--- config.mk ---
export PLATFORM = sky130hd
export DESIGN_NAME = reg_dump_streamer_flat
export DESIGN_NICKNAME = d
export VERILOG_FILES = /design/src/rtl/reg_dump_streamer_if.sv /design/src/rtl/reg_dump_streamer.sv /design/src/flat_wrapper.sv
export SDC_FILE = /design/constraint.sdc
export NUM_CORES = 1
export LEC_CHECK = 0
export CAP_MARGIN = 20
export CORE_MARGIN = 2
export CORE_UTILIZATION = 25
export CTS_CLUSTER_DIAMETER = 50
export DETAILED_ROUTE_END_ITERATION = 6
export HOLD_SLACK_MARGIN = 0.02
export PLACE_DENSITY = 0.57
export REMOVE_ABC_BUFFERS = 1
export SETUP_SLACK_MARGIN = 0.2
export SYNTH_ARGS = -nofsm -noshare
export SYNTH_HDL_FRONTEND = slang
export SYNTH_SLANG_ARGS = --single-unit
--- constraint.sdc ---
create_clock -name clock -period 2.2 [get_ports clock]
set_input_delay 0.44 -clock clock [delete_from_list [all_inputs] [get_ports clock]]
set_output_delay 0.44 -clock clock [all_outputs]
set_load 0.1 [all_outputs]
--- src/rtl/reg_dump_streamer_if.sv ---
// Valid/ready word stream carrying one register number and value per beat.
interface reg_dump_streamer_if #(
    parameter int DATA_W = 32,
    parameter int ADDR_W = 5
);
    logic              valid;
    logic              ready;
    logic [ADDR_W-1:0] reg_num;
    logic [DATA_W-1:0] data;

    modport master (
        output valid,
        output reg_num,
        output data,
        input  ready
    );

    modport slave (
        input  valid,
        input  reg_num,
        input  data,
        output ready
    );
endinterface

--- src/rtl/reg_dump_streamer.sv ---
// Walks a register range through a spare regfile read port and streams each word.
// Optional REG_DUMP_CHECKSUM_EN appends an XOR checksum word (reg_num 0) to each dump.
module reg_dump_streamer #(
    parameter int DATA_W = 32,
    parameter int ADDR_W = 5
) (
    input  logic                clock,
    input  logic                reset,
    input  logic                dump_start,
    input  logic [ADDR_W-1:0]   dump_first,
    input  logic [ADDR_W-1:0]   dump_last,
    output logic [ADDR_W-1:0]   rf_read_addr,
    input  logic [DATA_W-1:0]   rf_read_data,
    output logic                dump_busy,
    output logic                dump_done,
    reg_dump_streamer_if.master dump
);

    typedef enum logic [2:0] {
        S_IDLE,
        S_READ,
        S_PRESENT,
`ifdef REG_DUMP_CHECKSUM_EN
        S_CSUM,
`endif
        S_DONE
    } state_t;

    state_t            state_q;
    state_t            state_d;
    logic [ADDR_W-1:0] cur_q;
    logic [ADDR_W-1:0] last_q;
    logic [ADDR_W-1:0] num_q;
    logic [DATA_W-1:0] data_q;
    logic              valid;
    logic              hs;
    logic              at_last;

    assign hs      = valid & dump.ready;
    assign at_last = (cur_q == last_q);

    always_ff @(posedge clock or negedge reset) begin
        if (!reset) begin
            state_q <= S_IDLE;
        end else begin
            state_q <= state_d;
        end
    end

    always_comb begin
        state_d   = state_q;
        valid     = 1'b0;
        dump_busy = 1'b1;
        dump_done = 1'b0;
        unique case (state_q)
            S_IDLE: begin
                dump_busy = 1'b0;
                if (dump_start) state_d = S_READ;
            end
            S_READ: begin
                state_d = S_PRESENT;
            end
            S_PRESENT: begin
                valid = 1'b1;
                if (dump.ready) begin
`ifdef REG_DUMP_CHECKSUM_EN
                    state_d = at_last ? S_CSUM : S_READ;
`else
                    state_d = at_last ? S_DONE : S_READ;
`endif
                end
            end
`ifdef REG_DUMP_CHECKSUM_EN
            S_CSUM: begin
                valid = 1'b1;
                if (dump.ready) state_d = S_DONE;
            end
`endif
            S_DONE: begin
                dump_busy = 1'b0;
                dump_done = 1'b1;
                state_d   = S_IDLE;
            end
            default: begin
                dump_busy = 1'b0;
                state_d   = S_IDLE;
            end
        endcase
    end

`ifdef REG_DUMP_CHECKSUM_EN
    logic [DATA_W-1:0] acc_q;

    always_ff @(posedge clock or negedge reset) begin
        if (!reset) begin
            acc_q <= '0;
        end else if (state_q == S_IDLE && dump_start) begin
            acc_q <= '0;
        end else if (state_q == S_PRESENT && hs) begin
            acc_q <= acc_q ^ data_q;
        end
    end
`endif

    // cur advances only on a non-final handshake, so it ends parked on last
    always_ff @(posedge clock or negedge reset) begin
        if (!reset) begin
            cur_q  <= '0;
            last_q <= '0;
            num_q  <= '0;
            data_q <= '0;
        end else begin
            unique case (state_q)
                S_IDLE: begin
                    if (dump_start) begin
                        cur_q  <= dump_first;
                        last_q <= dump_last;
                    end
                end
                S_READ: begin
                    data_q <= rf_read_data;
                    num_q  <= cur_q;
                end
                S_PRESENT: begin
                    if (hs) begin
                        if (!at_last) begin
                            cur_q <= cur_q + ADDR_W'(1);
                        end
`ifdef REG_DUMP_CHECKSUM_EN
                        else begin
                            data_q <= acc_q ^ data_q;
                            num_q  <= '0;
                        end
`endif
                    end
                end
                default: begin
                end
            endcase
        end
    end

    assign rf_read_addr = cur_q;
    assign dump.valid   = valid;
    assign dump.reg_num = num_q;
    assign dump.data    = data_q;

endmodule
--- src/flat_wrapper.sv ---
// flat-port wrapper written by rule: the top's interface ports become plain ports
module reg_dump_streamer_flat 
#(
    parameter int DATA_W = 32,
    parameter int ADDR_W = 5
)
  (clock, reset, dump_start, dump_first, dump_last, rf_read_addr, rf_read_data, dump_busy, dump_done, dump_valid, dump_reg_num, dump_data, dump_ready);
  reg_dump_streamer_if #(.DATA_W(DATA_W), .ADDR_W(ADDR_W)) dump_i ();
  input  logic clock;
  input  logic reset;
  input  logic dump_start;
  input  logic [ADDR_W-1:0] dump_first;
  input  logic [ADDR_W-1:0] dump_last;
  output logic [ADDR_W-1:0] rf_read_addr;
  input  logic [DATA_W-1:0] rf_read_data;
  output logic dump_busy;
  output logic dump_done;
  output wire logic [$bits(dump_i.valid)-1:0] dump_valid;
  output wire logic [$bits(dump_i.reg_num)-1:0] dump_reg_num;
  output wire logic [$bits(dump_i.data)-1:0] dump_data;
  input wire logic [$bits(dump_i.ready)-1:0] dump_ready;
  assign dump_valid = dump_i.valid;
  assign dump_reg_num = dump_i.reg_num;
  assign dump_data = dump_i.data;
  assign dump_i.ready = dump_ready;
  reg_dump_streamer #(.DATA_W(DATA_W), .ADDR_W(ADDR_W)) u_core (.clock(clock), .reset(reset), .dump_start(dump_start), .dump_first(dump_first), .dump_last(dump_last), .rf_read_addr(rf_read_addr), .rf_read_data(rf_read_data), .dump_busy(dump_busy), .dump_done(dump_done), .dump(dump_i));
endmodule
# Word-level counts from Yosys, hierarchy flattened
# Cells that the tools add are included.
# W data, S select, Z words.
dict set report totals {
  ff_bits 50
  in_bits 46
  elab_cells 32
}
dict set report op_classes {
  add_sub_neg 1
  n_eq_ne 8
  mux 11
  bitwise 1
  n_reduce_logical 6
}
# cell n
set ops {}
lappend ops {{$mux W5} 3}
lappend ops {{$pmux W5 S2} 1}
lappend ops {{$pmux W3 S3} 1}
lappend ops {{$eq A3 B2 Y1 const B} 2}
lappend ops {{$mux W3} 2}
lappend ops {{$ne A2 B2 Y1 const B} 3}
lappend ops {{$add A5 B1 Y5 const B} 1}
lappend ops {{$eq A5 B5 Y1} 1}
lappend ops {{$reduce_and A2 Y1} 2}
lappend ops {{$reduce_and A4 Y1} 1}
lappend ops {{$eq A3 B1 Y1 const B} 1}
lappend ops {{$logic_not A3 Y1} 1}
lappend ops {{$mux W1} 3}
lappend ops {{$mux W2} 1}
lappend ops {{$ne A2 B1 Y1 const B} 1}
lappend ops {{$reduce_bool A2 Y1} 1}
lappend ops {{$reduce_or A2 Y1} 1}
lappend ops {{$and A1 B1 Y1} 1}

# Logic depth before layout (Yosys ltp)
# Gate-level depths: netlist (run 1).
dict set report depth {
  ltp_word 5
  ltp_mapped 6
  mapped_depth_nobuf 6
}

# Worst setup path before layout (run 1)
# No wires, ideal clock.
dict set report synth_path {
  path_type {register -> register}
  startpoint {register u_core.state_q[0]}
  endpoint {register u_core.cur_q[2], in the netlist u_core.rf_read_addr[2]}
  t_arrival_ps 2338
  required_time_ps 2074
  setup_slack_ps -264
  stages_incl_launch_ff 7
  period_less_slack_ps 2464
  path_cell_list {dfrtp_1 > inv_1 > ha_1 > buf_2 > nand2_1 > o221ai_4 > mux2_2}
}
dict set report synth_via {
  elab_chain_len 5
}
# item line
set synth_lines {}
lappend synth_lines {{start, declared} reg_dump_streamer.sv:29} ;# state_t state_q;
lappend synth_lines {{start signal, assigned} reg_dump_streamer.sv:46} ;# state_q <= state_d;
lappend synth_lines {{$eq A3 B2 Y1} reg_dump_streamer.sv:55} ;# unique case (state_q)
lappend synth_lines {{$mux W1} reg_dump_streamer.sv:55}
lappend synth_lines {{named net dump_valid} flat_wrapper.sv:18} ;# output wire logic [$bits(dump_i.valid)-1:0] dump_valid;
lappend synth_lines {{$and A1 B1 Y1} reg_dump_streamer.sv:39} ;# assign hs = valid & dump.ready;
lappend synth_lines {{$ne A2 B1 Y1 (no line)} --}
lappend synth_lines {{$reduce_and A4 Y1 (no line)} --}
lappend synth_lines {{end signal, assigned} reg_dump_streamer.sv:116} ;# cur_q <= dump_first;
lappend synth_lines {{end signal, assigned} reg_dump_streamer.sv:127} ;# cur_q <= cur_q + ADDR_W'(1);
lappend synth_lines {{end, declared} reg_dump_streamer.sv:31} ;# logic [ADDR_W-1:0] cur_q;
# The timed path passes the listed nets, and every way through them passes these cells.
# A chain may end at the register's enable or synchronous reset.

# Final worst setup path (run 1)
dict set report layout_path {
  startpoint {register u_core.state_q[0]}
  endpoint {output port dump_valid}
}
dict set report layout_via {
  elab_chain_len 2
}
# item line
set layout_lines {}
lappend layout_lines {{$eq A3 B2 Y1} reg_dump_streamer.sv:55}
lappend layout_lines {{$mux W1} reg_dump_streamer.sv:55}
lappend layout_lines {{end, declared} flat_wrapper.sv:18}
# Every way passes these cells.

==> flow_summary.yaml, run 1 <==
timing:
  relSlewSlack_pct: 68.30
  hold_viol: 0
  setup_ws_ns: 0.3172
  setup_viol: 0
  period_minus_slack_ns: 1.883
  grt_setup_unrepaired: "false"
  worst_pin_slew_ns: 0.4755
  fmax_mhz: 531.1
  finalMaxSlewViolations: 0
  tns_ns: 0
  finalClockSkew_ns: 0.005517
  post-route-period-util_pct: 85.58
  holdWs_ns: 0.08162
synth:
  yosysWarnings: 0
  netlist_area_um2: 2095
  avgSynthCellArea_um2: 14.85
  synth_area_leaders: "dfrtp_1, mux2_2, ha_1, xnor2_1, mux2i_1"
  syn_inst: 141
  synth_area_leader_cell: "dfrtp_1"
  synth_top_cell_area_share_pct: 58.54
  synth-seq-area-share_pct: 58.54
  ys_types: 19
  synth_seq_cells: 49
final_layout:
  drive_above_1_share_pct: 44.73
  final_cell_mix: "dfrtp_1, mux2_2, clkdlybuf4s50_1, buf_4, xnor2_1"
  seq_area_um2: 1226
  diodes: 0
  area_growth_pct: 51.61
  layout.nets: 288
  stdcell_area_um2: 3176
  n_fill_cell: 823
  final_common_cell: "dfrtp_1"
  multiInputGateArea_um2: 828.3
critical_path:
  worstPathMaxFanout: 10
  cp_num_buf_inv: 3
  worstPathRequired_ns: 1.76
  slowest_stage: "dfrtp_1"
  cp.arrival_ns: 1.44
  path_cells: "inv_1, ha_1, buf_6, buf_12"
  end_kind: "output pin"
  startpoint_type: "register"
  critPathTopFamily: "buffers and inverters"
  cpPeakStageDelay_ns: 0.43
  path_class: "reg2out"
global_routing:
  grt_pass1_vias: 1466
  grt_use_total_pct: 10.30
  antenna_found_initial: 0
  grt_remaining_overflow: 0
  grt_start_max_net_pins: 39
  grt_pass1_wl_um: 7148
floorplanning:
  fp.dieArea_um2: 9126
  fp-row-count: 33
  initial_utilization_pct: 25.62
  die_x_um: 95.53
  die_h_um: 95.53
  io_pins: 91
  coreArea_um2: 8175
cts:
  cts_root_buffer: "clkbuf_8"
  cts_tree: "yes"
  htreeDepth: 2
  numCtsBuffers: 5
  cts_buffer_depth: 2
  worstSkewPairLatency_ns: 0.30
  cts_sinks: 49
  clk_pin_slew_ns: 0.10
drt:
  drc: 0
  dr_wl_met3_um: 457
  via_count: 1455
  routed_wl_um: 4535
  highest_layer: "met4"
  via_per_inst: 4.254
  met1_length_um: 1963
  wl_per_cell_um: 13.26
  drt_iter0_drc: 31
  dr_wl_met2_um: 2066
  dr.pass1.iters: 4
  antenna_left: 0
run:
  drv_cap: 0
hold_path:
  hp-class: "in2async"
placed_design:
  portBuffers: 90
  globalplace.congestion: 0.6612
  placed_cell_area_um2: 3060
  dpl.hpwl_um: 3327
  pre_cts_ws_ns: 0.3777
run_status:
  outcome: "completed"
-- per-stage QoR --
step	util (%)	instances
floorplan	-	136
CTS	38.80	342
finish	38.84	342
detailed placement	37.44	334
global placement	37.44	334
global route	38.84	342
-- final cells by class --
cell class / instances / share of cell area [%]
Timing Repair Buffer: 93 / 27.07
Clock buffer: 6 / 2.285
Tap cell: 105 / 4.137
Multi-Input combinational cell: 82 / 26.08
Inverter: 5 / 0.5910
Clock inverter: 2 / 1.221
Sequential cell: 49 / 38.61
-- kinds of logic after synthesis --
kind of cell	synth area share [%]
AND/OR/NAND/NOR	2.150
flip-flops	58.54
adder cells (fa/ha/maj)	3.584
buffers and inverters	2.031
AO/OA/AOI/OAI	3.644
XOR/XNOR	3.345
multiplexers	26.70
-- state kept, by name, summed over array words and instances, names as in the netlist --
| signal | flops |
|---|---|
| u_core.dump.reg_num | 5 |
| u_core.rf_read_addr | 5 |
| u_core.last_q | 5 |
| u_core.dump.data | 32 |
| u_core.state_q | 2 |
-- per-layer routing --
| metal | global-route usage, % | vias up |
|---|---|---|
| li1 | - | 684 |
| met1 | 12.47 | 707 |
| met2 | 16.78 | 59 |
| met3 | 4.348 | 5 |
| met4 | 2.857 | 0 |
| met5 | 0 | - |
-- synth_stat cells --
| master | instances |
|---|---|
| a21oi_1 | 3 |
| buf_2 | 4 |
| clkbuf_1 | 1 |
| dfrtp_1 | 49 |
| ha_1 | 6 |
| inv_1 | 5 |
| mux2_2 | 47 |
| mux2i_1 | 3 |
| nand2_1 | 2 |
| nand3_1 | 2 |
| nand4_2 | 1 |
| nor2_1 | 4 |
| o21ai_0 | 1 |
| o221ai_4 | 1 |
| o22a_1 | 1 |
| o22ai_1 | 2 |
| o31a_1 | 1 |
| xnor2_1 | 6 |
| xor2_1 | 2 |
-- worst paths after layout --
check,from,to,slack (ns),cells after the start
min in group clock,u_core.dump.data[7],u_core.dump.data[7],0.52,1
max,u_core.state_q[0],dump_valid,0.32,4
min,reset,u_core.dump.data[1],0.08,1
min reg2reg,u_core.dump.data[7],u_core.dump.data[7],0.52,1
max reg2reg,u_core.state_q[0],u_core.rf_read_addr[2],0.40,6
max in group asynchronous,reset,u_core.dump.data[12],1.59,2
-- timing repair --
action                                  4_1_cts  5_1_grt
hold buffers                                  0        0
buffers inserted                              0        0
endpoints found under the setup margin        0        1
resized for setup                             0        1
Power of run 1 is left out: the tool's default activity adds up to more than one toggle a clock period on the data nets, which glitch-free logic cannot reach.
==> run 2: changes to the inputs <==
--- a/config.mk
+++ b/config.mk
@@ -5,6 +5,7 @@
 export SDC_FILE = /design/constraint.sdc
 export NUM_CORES = 1
 export LEC_CHECK = 0
+export ABC_AREA = 1
 export CAP_MARGIN = 20
 export CORE_MARGIN = 2
 export CORE_UTILIZATION = 25
==> run 2 against run 1 <==
Compared with the run above: via count rose by 31%; final cell count rose by 35%; die area rose by 4.2%; critical path depth fell by 1; first-iteration DRC count rose by 45%; utilization fell by 1.2 points; global-route usage rose by 1.4 points; register-to-register slack improved by 0.19 ns; hold slack improved by 0.063 ns; clock skew fell by 0.00054 ns; wire length rose by 16%; sequential share of layout area fell by 0.67 points.
==> flow_summary.yaml, run 2 <==
synth:
  ys_types: 23
  yosysWarnings: 0
  synth_compound_area_share_pct: 3.776
  synth-seq-area-share_pct: 56.06
  synth-simple-area-share_pct: 31.58
  synth_edf_count: 0
  async_flop_share_pct: 100.0
  synth-adder-area-share_pct: 3.432
  synth_area_leaders: "dfrtp_1, nand2_1, ha_1, nand3_1, inv_1"
  netlist_area_um2: 2187
  synth_seq_cells: 49
  synthMuxAreaShare_pct: 0.5149
  syn_inst: 259
  avgSynthCellArea_um2: 8.444
  synth_commonest_cells: "nand2_1, dfrtp_1, inv_1, nand3_1, nor2_1"
  synth_top_family_by_area: "simple AND/OR/NAND/NOR gates"
  ys.flop_type: "dfrtp_1"
  synth_top_cell_area_share_pct: 56.06
  synth_area_leader_cell: "dfrtp_1"
  synthXorXnorAreaFrac_pct: 0.4005
  synth_most_common_cell: "nand2_1"
timing:
  finalClockSkew_ns: 0.004973
  tns_ns: 0
  holdWs_ns: 0.1441
  grt_setup_unrepaired: "false"
  hold_viol: 0
  post-route-period-util_pct: 83.66
  relSlewSlack_pct: 59.34
  period_minus_slack_ns: 1.841
  finalMaxSlewViolations: 0
  setup_ws_ns: 0.3594
  worst_pin_slew_ns: 0.6099
  fmax_mhz: 543.3
  setup_viol: 0
floorplanning:
  die_h_um: 97.53
  fp.dieArea_um2: 9512
  die_x_um: 97.53
  fp-row-count: 34
  io_pins: 91
  coreArea_um2: 8593
  initial_utilization_pct: 25.45
critical_path:
  path_cells: "inv_1, ha_1, buf_12"
  slowest_stage: "dfrtp_1"
  startpoint_type: "register"
  worstPathMaxFanout: 7
  end_kind: "output pin"
  path_class: "reg2out"
  worstPathRequired_ns: 1.76
  cp.arrival_ns: 1.40
  cpPeakStageDelay_ns: 0.44
global_routing:
  antenna_found_initial: 0
  grt_pass1_vias: 1923
  grt_use_total_pct: 11.66
  grt_pass1_wl_um: 9239
  grt_remaining_overflow: 0
  grt_start_max_net_pins: 33
final_layout:
  area_growth_pct: 47.77
  layout.nets: 403
  largest_reg_flops: 32
  diodes: 0
  final_cell_mix: "nand2_1, dfrtp_1, buf_4, clkdlybuf4s50_1, inv_1"
  drive_above_1_share_pct: 20.17
  final_common_cell: "nand2_1"
placed_design:
  pre_cts_ws_ns: 0.5349
  portBuffers: 90
  dpl.hpwl_um: 3948
  globalplace.congestion: 0.7424
cts:
  worstSkewPairLatency_ns: 0.29
  htreeDepth: 2
  cts_buffer_depth: 2
  numCtsBuffers: 5
  cts_root_buffer: "clkbuf_8"
  cts_setup_buffers: 0
  cts_hold_buf: 0
  cts_resized: 0
  clk_pin_slew_ns: 0.09
  cts_tree: "yes"
  cts_sinks: 49
run_status:
  outcome: "completed"
drt:
  routed_wl_um: 5267
  drt_iter0_drc: 45
  antenna_left: 0
  via_per_inst: 4.148
  drc: 0
  via_count: 1908
  wl_per_cell_um: 11.45
  dr.pass1.iters: 4
run:
  drv_cap: 0
hold_path:
  hp-class: "in2async"
[run 2: cell type report]
class	instances	area (um^2)
fillers	920	5361
flip-flops and latches	49	1226
multi-input cells	187	868.3
repair buffers	94	863.3
well taps	108	135.1
clock buffers	5	68.82
inverters	14	52.55
clock inverters	3	17.52
[run 2: logic make-up (layout without fill, tap and decap cells)]
family	count (synthesis)	after routing
buf+inv	23	116
simple gates	166	166
compound gates	13	13
xor+xnor	1	1
fa+ha+maj	6	6
mux	1	1
flops	49	49
[run 2: critical path: cells and delay by family (launching register included)]
family | cells | cell delay [ns]
flops | 1 | 0.44
fa+ha+maj | 1 | 0.35
buf+inv | 2 | 0.32
[run 2: metal layers]
metal | part of all wire [%] | track usage [%] | vias up | wire length [um]
met3 | 7.6 | 3.309 | 7 | 398
li1 | - | - | 978 | -
met2 | 44 | 18.57 | 67 | 2330
met4 | 1.1 | 2.885 | 0 | 59
met5 | 0 | 0 | - | 0
met1 | 47 | 15.69 | 856 | 2479
[run 2: path summary, 6_finish.rpt]
path | slack (ns) | from | cells past startpoint | end
min | 0.14 | reset | 1 | u_core.dump.data[7]
max | 0.36 | u_core.state_q[0] | 3 | dump_valid
max reg2reg | 0.59 | u_core.state_q[0] | 8 | u_core.rf_read_addr[3]
min in group clock | 0.48 | u_core.dump.data[25] | 2 | u_core.dump.data[25]
max in group asynchronous | 1.51 | reset | 2 | u_core.state_q[0]
min reg2reg | 0.48 | u_core.dump.data[25] | 2 | u_core.dump.data[25]
[run 2: stage by stage]
step	utilization, %	cell area (um^2)	instances
finish	37.61	3232	460
global route	37.61	3232	460
CTS	37.61	3232	460
detailed placement	36.60	3146	452
global placement	36.60	3146	452
floorplan	-	2147	250
Power of run 2 is left out for the same reason.
==> run 3: changes to the inputs <==
==> constraint.sdc (replaced) <==
create_clock -name clock -period 1.76 [get_ports clock]
set_input_delay 0.352 -clock clock [delete_from_list [all_inputs] [get_ports clock]]
set_output_delay 0.352 -clock clock [all_outputs]
set_load 0.1 [all_outputs]
==> run 3 against run 2 <==
Compared with the run above: hold slack worse by 0.11 ns; largest cell class is now buffers; clock skew shrank 0.00066 ns; final cell count is 1.1% higher; sequential share of layout area shrank 6.0 points; wire length rose by 3.1%; critical endpoint unchanged; via count is 1.9% higher; worst setup slack worse by 0.16 ns.
==> flow_summary.yaml, run 3 (synthesis results as in run 2) <==
timing:
  grt_setup_unrepaired: "true"
  hold_viol: 0
  fmax_mhz: 639.4
  holdWs_ns: 0.02939
  post-route-period-util_pct: 88.87
  setup_viol: 0
  relSlewSlack_pct: 74.37
  finalClockSkew_ns: 0.004315
  worst_pin_slew_ns: 0.3844
  setup_ws_ns: 0.1960
  finalMaxSlewViolations: 0
  tns_ns: 0
  period_minus_slack_ns: 1.564
global_routing:
  antenna_found_initial: 0
  grt_use_total_pct: 11.56
  grt_remaining_overflow: 0
  grt_pass1_wl_um: 9039
  grt_start_max_net_pins: 50
  grt_pass1_vias: 1856
final_layout:
  final_cell_mix: "nand2_1, dfrtp_1, buf_12, clkdlybuf4s50_1"
  largest_reg_flops: 32
  seq_area_um2: 1226
  diodes: 0
  final_common_cell: "nand2_1"
  area_growth_pct: 75.29
  layout.nets: 408
  multiInputGateArea_um2: 895.9
  drive_above_1_share_pct: 22.41
  n_fill_cell: 819
  finalNonFillerCells: 465
drt:
  drc: 0
  antenna_left: 0
  routed_wl_um: 5429
  wl_per_cell_um: 11.68
  via_count: 1945
  drt_iter0_drc: 62
  dr.pass1.iters: 4
  via_per_inst: 4.183
cts:
  cts_root_buffer: "clkbuf_8"
  clk_pin_slew_ns: 0.09
  cts_buffer_depth: 2
  cts_tree: "yes"
  numCtsBuffers: 5
  worstSkewPairLatency_ns: 0.29
  cts_sinks: 49
  htreeDepth: 2
placed_design:
  dp_cells: 452
  globalplace.congestion: 0.8016
  portBuffers: 90
  dpl.hpwl_um: 3998
  pre_cts_ws_ns: 0.1590
critical_path:
  startpoint_type: "register"
  end_kind: "output pin"
  cp.arrival_ns: 1.21
  path_class: "reg2out"
  worstPathRequired_ns: 1.41
  rr_startpoint: "u_core.state_q[1]"
  critPathLaunch: "u_core.state_q[1]"
  worstPathMaxFanout: 4
  rrSetupSlack_ns: 0.28
floorplanning:
  initial_utilization_pct: 25.45
  fp-row-count: 34
  die_x_um: 97.53
  die_h_um: 97.53
  coreArea_um2: 8593
  fp.dieArea_um2: 9512
  io_pins: 91
run_status:
  outcome: "completed"
run:
  drv_cap: 0
hold_path:
  hp-class: "in2async"
## run 3: path summary, 6_finish.rpt
kind / endpoint / depth (start not counted)
min reg2reg: u_core.dump.data[15] / 2
min: u_core.dump.data[28] / 2
min in group clock: u_core.dump.data[15] / 2
max: dump_valid / 3
max reg2reg: u_core.rf_read_addr[3] / 8
max in group asynchronous: u_core.dump.data[24] / 2
## run 3: timing repair
item | CTS | global route
hold buffers | 0 | 0
pin swaps | 1 | 0
gates resized for setup | 6 | 2
endpoints found under the setup margin | 7 | 32
setup buffers | 5 | 0
## run 3: layer usage
| layer | vias up | global-route usage (%) | part of all wire [%] |
|---|---|---|---|
| met5 | - | 0 | 0 |
| met4 | 0 | 3.205 | 1.1 |
| met3 | 6 | 2.950 | 5.7 |
| met2 | 69 | 17.93 | 45 |
| met1 | 883 | 16.02 | 48 |
| li1 | 987 | - | - |
## run 3: stage by stage
step / util [%] / instance area (um^2)
floorplan: - / 2147
global placement: 42.87 / 3684
detailed placement: 42.87 / 3684
CTS: 44.58 / 3831
global route: 44.61 / 3834
finish: 44.61 / 3834
## run 3: worst max-delay path: stages (launching register included)
cell and delay [ns]:
dfrtp_1 0.42, buf_4 0.16, ha_4 0.17, buf_12 0.16
## run 3: layout make-up
cell class,instances,share of cell area [%]
inverter,14,1.436
clock inverter,2,0.2611
clock buffer,6,1.893
tap,108,3.525
sequential,49,31.98
timing repair buffer,99,37.53
multi-input combinational,187,23.37
Power of run 3 is left out for the same reason.
==> RTL change 1, RTL diff (settings of run 2) <==
`DATA_W` is set to 32 in 3 places; all go to 24.
--- a/src/rtl/reg_dump_streamer_if.sv
+++ b/src/rtl/reg_dump_streamer_if.sv
@@ -1,5 +1,5 @@
 // Valid/ready word stream carrying one register number and value per beat.
 interface reg_dump_streamer_if #(
-    parameter int DATA_W = 32,
+    parameter int DATA_W = 24,
     parameter int ADDR_W = 5
 );
--- a/src/rtl/reg_dump_streamer.sv
+++ b/src/rtl/reg_dump_streamer.sv
@@ -2,5 +2,5 @@
 // Optional REG_DUMP_CHECKSUM_EN appends an XOR checksum word (reg_num 0) to each dump.
 module reg_dump_streamer #(
-    parameter int DATA_W = 32,
+    parameter int DATA_W = 24,
     parameter int ADDR_W = 5
 ) (
--- a/src/flat_wrapper.sv
+++ b/src/flat_wrapper.sv
@@ -2,5 +2,5 @@
 module reg_dump_streamer_flat 
 #(
-    parameter int DATA_W = 32,
+    parameter int DATA_W = 24,
     parameter int ADDR_W = 5
 )
Ports: changed (resized dump_data and rf_read_data); port bits go from 91 to 75. No check against the original RTL was run, so the function may have changed too.
==> RTL change 1 against run 2 <==
- critical path depth is the same
- highest routed layer unchanged
- design area shrank 13%
- setup slack gained 0.0013 ns
- area after synthesis shrank 13%
- sequential cell count shrank 8
- clock skew grew 0.0017 ns
- wire length shrank 16%
Power is not shown: default switching activity piles up to over one toggle a cycle in this logic, so the estimate is an artifact.
==> RTL change 1: results (changes against run 2) <==
Avg WL per Cell 11.1 microns (-3.1%); crit path to dump_valid; worst-margin pin slew 0.615 ns (+0.00558 ns); Worst-path clk slew 0.07 ns (-0.02 ns); drt initial violations 36 (-20%); Placer Congestion 0.706 (-5.0%); Post-DRT Antenna Nets 0 (unchanged); Critical path origin u_core.state_q[0]; worst min-delay path category input port to asynchronous set/reset pin; first-pass GRT wire length 7760 microns (-16%); clk_skew 0.00666 ns (+0.00168 ns); Buffers on Ports 74 (-18%); htree depth 2 (unchanged); R2R depth 8 (unchanged); Clock Path Buffers 2 (unchanged); worst skew pair latency 0.29 ns (about the same); Seq/Total Area, Yosys 54.1% (-2.0 points); main flop type after synthesis dfrtp_1; largest net degree at the start of global routing 36 (+9.1%); Ant. Diodes 0 (unchanged); initial antenna violation count 0 (unchanged); fraction of layout cells with a size suffix above 1 20.5% (+0.36 points); final net count 345 (-14%); synth cell count leaders 114 x nand2_1, 41 x dfrtp_1, 10 x inv_1; Detail Placement HPWL 3250 microns (-18%); Setup Buffers After CTS 0 (unchanged); DRT Pass-1 Iters 4 (unchanged); WP data arrival 1.40 ns (about the same); Fill cells 790 (-14%); count of different cell masters after synthesis 23 (unchanged); Synth async-reset ratio 100% (unchanged); Yosys Warn Count 0 (unchanged); R2R Path End u_core.rf_read_addr[2]; reg-to-reg slack, setup 0.58 ns; all-layer global routing usage 11.5% (-0.15 points); CTS root buffer clkbuf_8; top post-synthesis cells by area dfrtp_1 54%, nand2_1 23%, ha_1 4.0%; post_cts resized 0 (unchanged); Largest register FFs 24 (-25%); via count 1654 (-13%); vias in the first global route 1644 (-15%); outcome completed; Worst Path Max Fanout 7 (unchanged); CTS Buf Count 5 (unchanged)
==> RTL change 1: layout make-up <==
cell class / count / area (sq um) / area share [%]
clock buffer: 7 / 86.3 / 3.09
clock inverter: 1 / 30.0 / 1.07
inverter: 14 / 52.6 / 1.88
multi-input combinational: 163 / 783 / 28.0
sequential: 41 / 1030 / 36.7
tap: 99 / 124 / 4.43
timing repair buffer: 76 / 696 / 24.9
==> RTL change 1: through the flow <==
| stage | hold slack [ns] | instances | setup WS (ns) | cell area, sq um | util (%) |
|---|---|---|---|---|---|
| 2_1_floorplan | 0.144 | 218 | 0.0252 | 1860 | - |
| 3_3_place_gp | 0.456 | 393 | 0.550 | 2680 | 36.8 |
| 3_5_place_dp | 0.460 | 393 | 0.535 | 2680 | 36.8 |
| 4_1_cts | 0.178 | 401 | 0.345 | 2800 | 38.4 |
| 5_1_grt | 0.205 | 401 | 0.257 | 2800 | 38.4 |
| 6_report | 0.159 | 401 | 0.361 | 2800 | 38.4 |
==> RTL change 1: kinds of logic after synthesis <==
group,share of synthesized area [%]
simple gates,31.9
flops,54.1
buf+inv,4.62
compound gates,4.35
fa+ha+maj,3.96
xor+xnor,0.462
mux,0.594
==> RTL change 1: per-layer routing <==
| metal | vias to the layer above | share of wire [%] | global-route usage, % | routed length (microns) |
|---|---|---|---|---|
| met5 | - | 0 | 0 | 0 |
| met4 | 0 | 1.0 | 3.28 | 46 |
| met3 | 6 | 6.6 | 3.24 | 292 |
| met2 | 52 | 47 | 18.0 | 2070 |
| met1 | 754 | 46 | 15.6 | 2040 |
| li1 | 842 | - | - | - |
==> RTL change 1: critical path: stages, from the launching register on <==
cell     delay, ns
dfrtp_1       0.43
inv_1         0.10
ha_1          0.36
buf_12        0.22
==> RTL change 2, RTL diff (settings of run 2) <==
Made on the original files. The 4 states of `state_t` get a Gray code encoding in 2 bits.
--- a/src/rtl/reg_dump_streamer.sv
+++ b/src/rtl/reg_dump_streamer.sv
@@ -17,12 +17,12 @@
 );
 
-    typedef enum logic [2:0] {
-        S_IDLE,
-        S_READ,
-        S_PRESENT,
+    typedef enum logic [1:0] {
+        S_IDLE    = 2'b00,
+        S_READ    = 2'b01,
+        S_PRESENT = 2'b11,
 `ifdef REG_DUMP_CHECKSUM_EN
         S_CSUM,
 `endif
-        S_DONE
+        S_DONE    = 2'b10
     } state_t;
 
Formal check against the unedited RTL: no difference found for any inputs over 10 cycles, from zero or initial values and one cycle with reset low; not proved beyond that.
==> RTL change 2 against run 2 <==
- wire length down 2.9%
- area after synthesis is 4.2% lower
- setup slack better by 0.099 ns
- design area decreased by 2.8%
- via count shrank 5.3%
- sequential cell count unchanged
- critical path type unchanged
- critical endpoint unchanged
Power is left out: the tool's default activity adds up to more than one toggle a clock period on the data nets, which glitch-free logic cannot reach.
==> RTL change 2: results (changes against run 2) <==
outcome completed; WL final 5110 microns (-2.9%); top post-synthesis cells by area dfrtp_1 59%, nand2_1 24%, nand3_1 2.1%; compound-cell area share of the yosys netlist 3.76% (-0.015 points); R2R depth 6 (-2); met3 usage 3.24% (-0.068 points); first-pass GRT wire length 7960 microns (-14%); met2 GRT Util 19.4% (+0.84 points); all-layer global routing usage 11.4% (-0.28 points); Worst Path Max Fanout 10 (+3); multi-input combinational area share 24.8% (-2.1 points); Via-to-Cell Ratio 4.01 (-3.2%); CLK BUF 7 (+2); Place WS 0.455 ns (-0.0803 ns); min Tclk post-route 1.74 ns (-0.0992 ns); xor-xnor portion of the synthesized cell area 0.836% (+0.44 points); Met2 Routed Length 2570 microns (+10%); Placer Congestion 0.692 (-6.8%); top-area cell type share of the netlist area 58.5% (+2.4 points); met3 routed WL 243 microns (-39%); vias in the first global route 1670 (-13%); post-synthesis adder-cell area fraction 0.597% (-2.8 points); R2R Path End u_core.dump.data[0]; synth cell count leaders 135 x nand2_1, 49 x dfrtp_1, 9 x inv_1, 9 x nand3_1, 9 x nor2_1; final hold slack 0.137 ns (-0.00711 ns); drt initial violations 35 (-22%); fraction of layout cells with a size suffix above 1 21.2% (+0.99 points); Seq/Total Area, Yosys 58.5% (+2.4 points)
-- RTL change 2: cell count changes in the layout (fill, tap and decap cells not counted), sizes merged --
cell	change
ha	-5
nand2	-5
o21ai	+3
clkbuf	+2
a21oi	+1
clkinv	-1
clkinvlp	-1
nand4	-1
nor2	+1
o22ai	-1
o31ai	-1
xnor2	+1
-- RTL change 2: kinds of logic after synthesis --
| group | count (synthesis) |
|---|---|
| AO/OA/AOI/OAI | 15 |
| XOR/XNOR | 2 |
| adder cells (fa/ha/maj) | 1 |
| buffers and inverters | 22 |
| flip-flops | 49 |
| multiplexers | 1 |
| AND/OR/NAND/NOR | 161 |
-- RTL change 2: metrics by stage --
stage	area [sq um]	cells
4_1_cts	3140	450
6_report	3140	450
5_1_grt	3140	450
3_5_place_dp	3040	442
2_1_floorplan	2060	243
3_3_place_gp	3040	442
-- RTL change 2: worst max-delay path, delay by kind of cell, from the launching register on --
kind	cells	cell delay [ns]
AND/OR/NAND/NOR	1	0.18
buffers and inverters	2	0.38
flip-flops	1	0.45
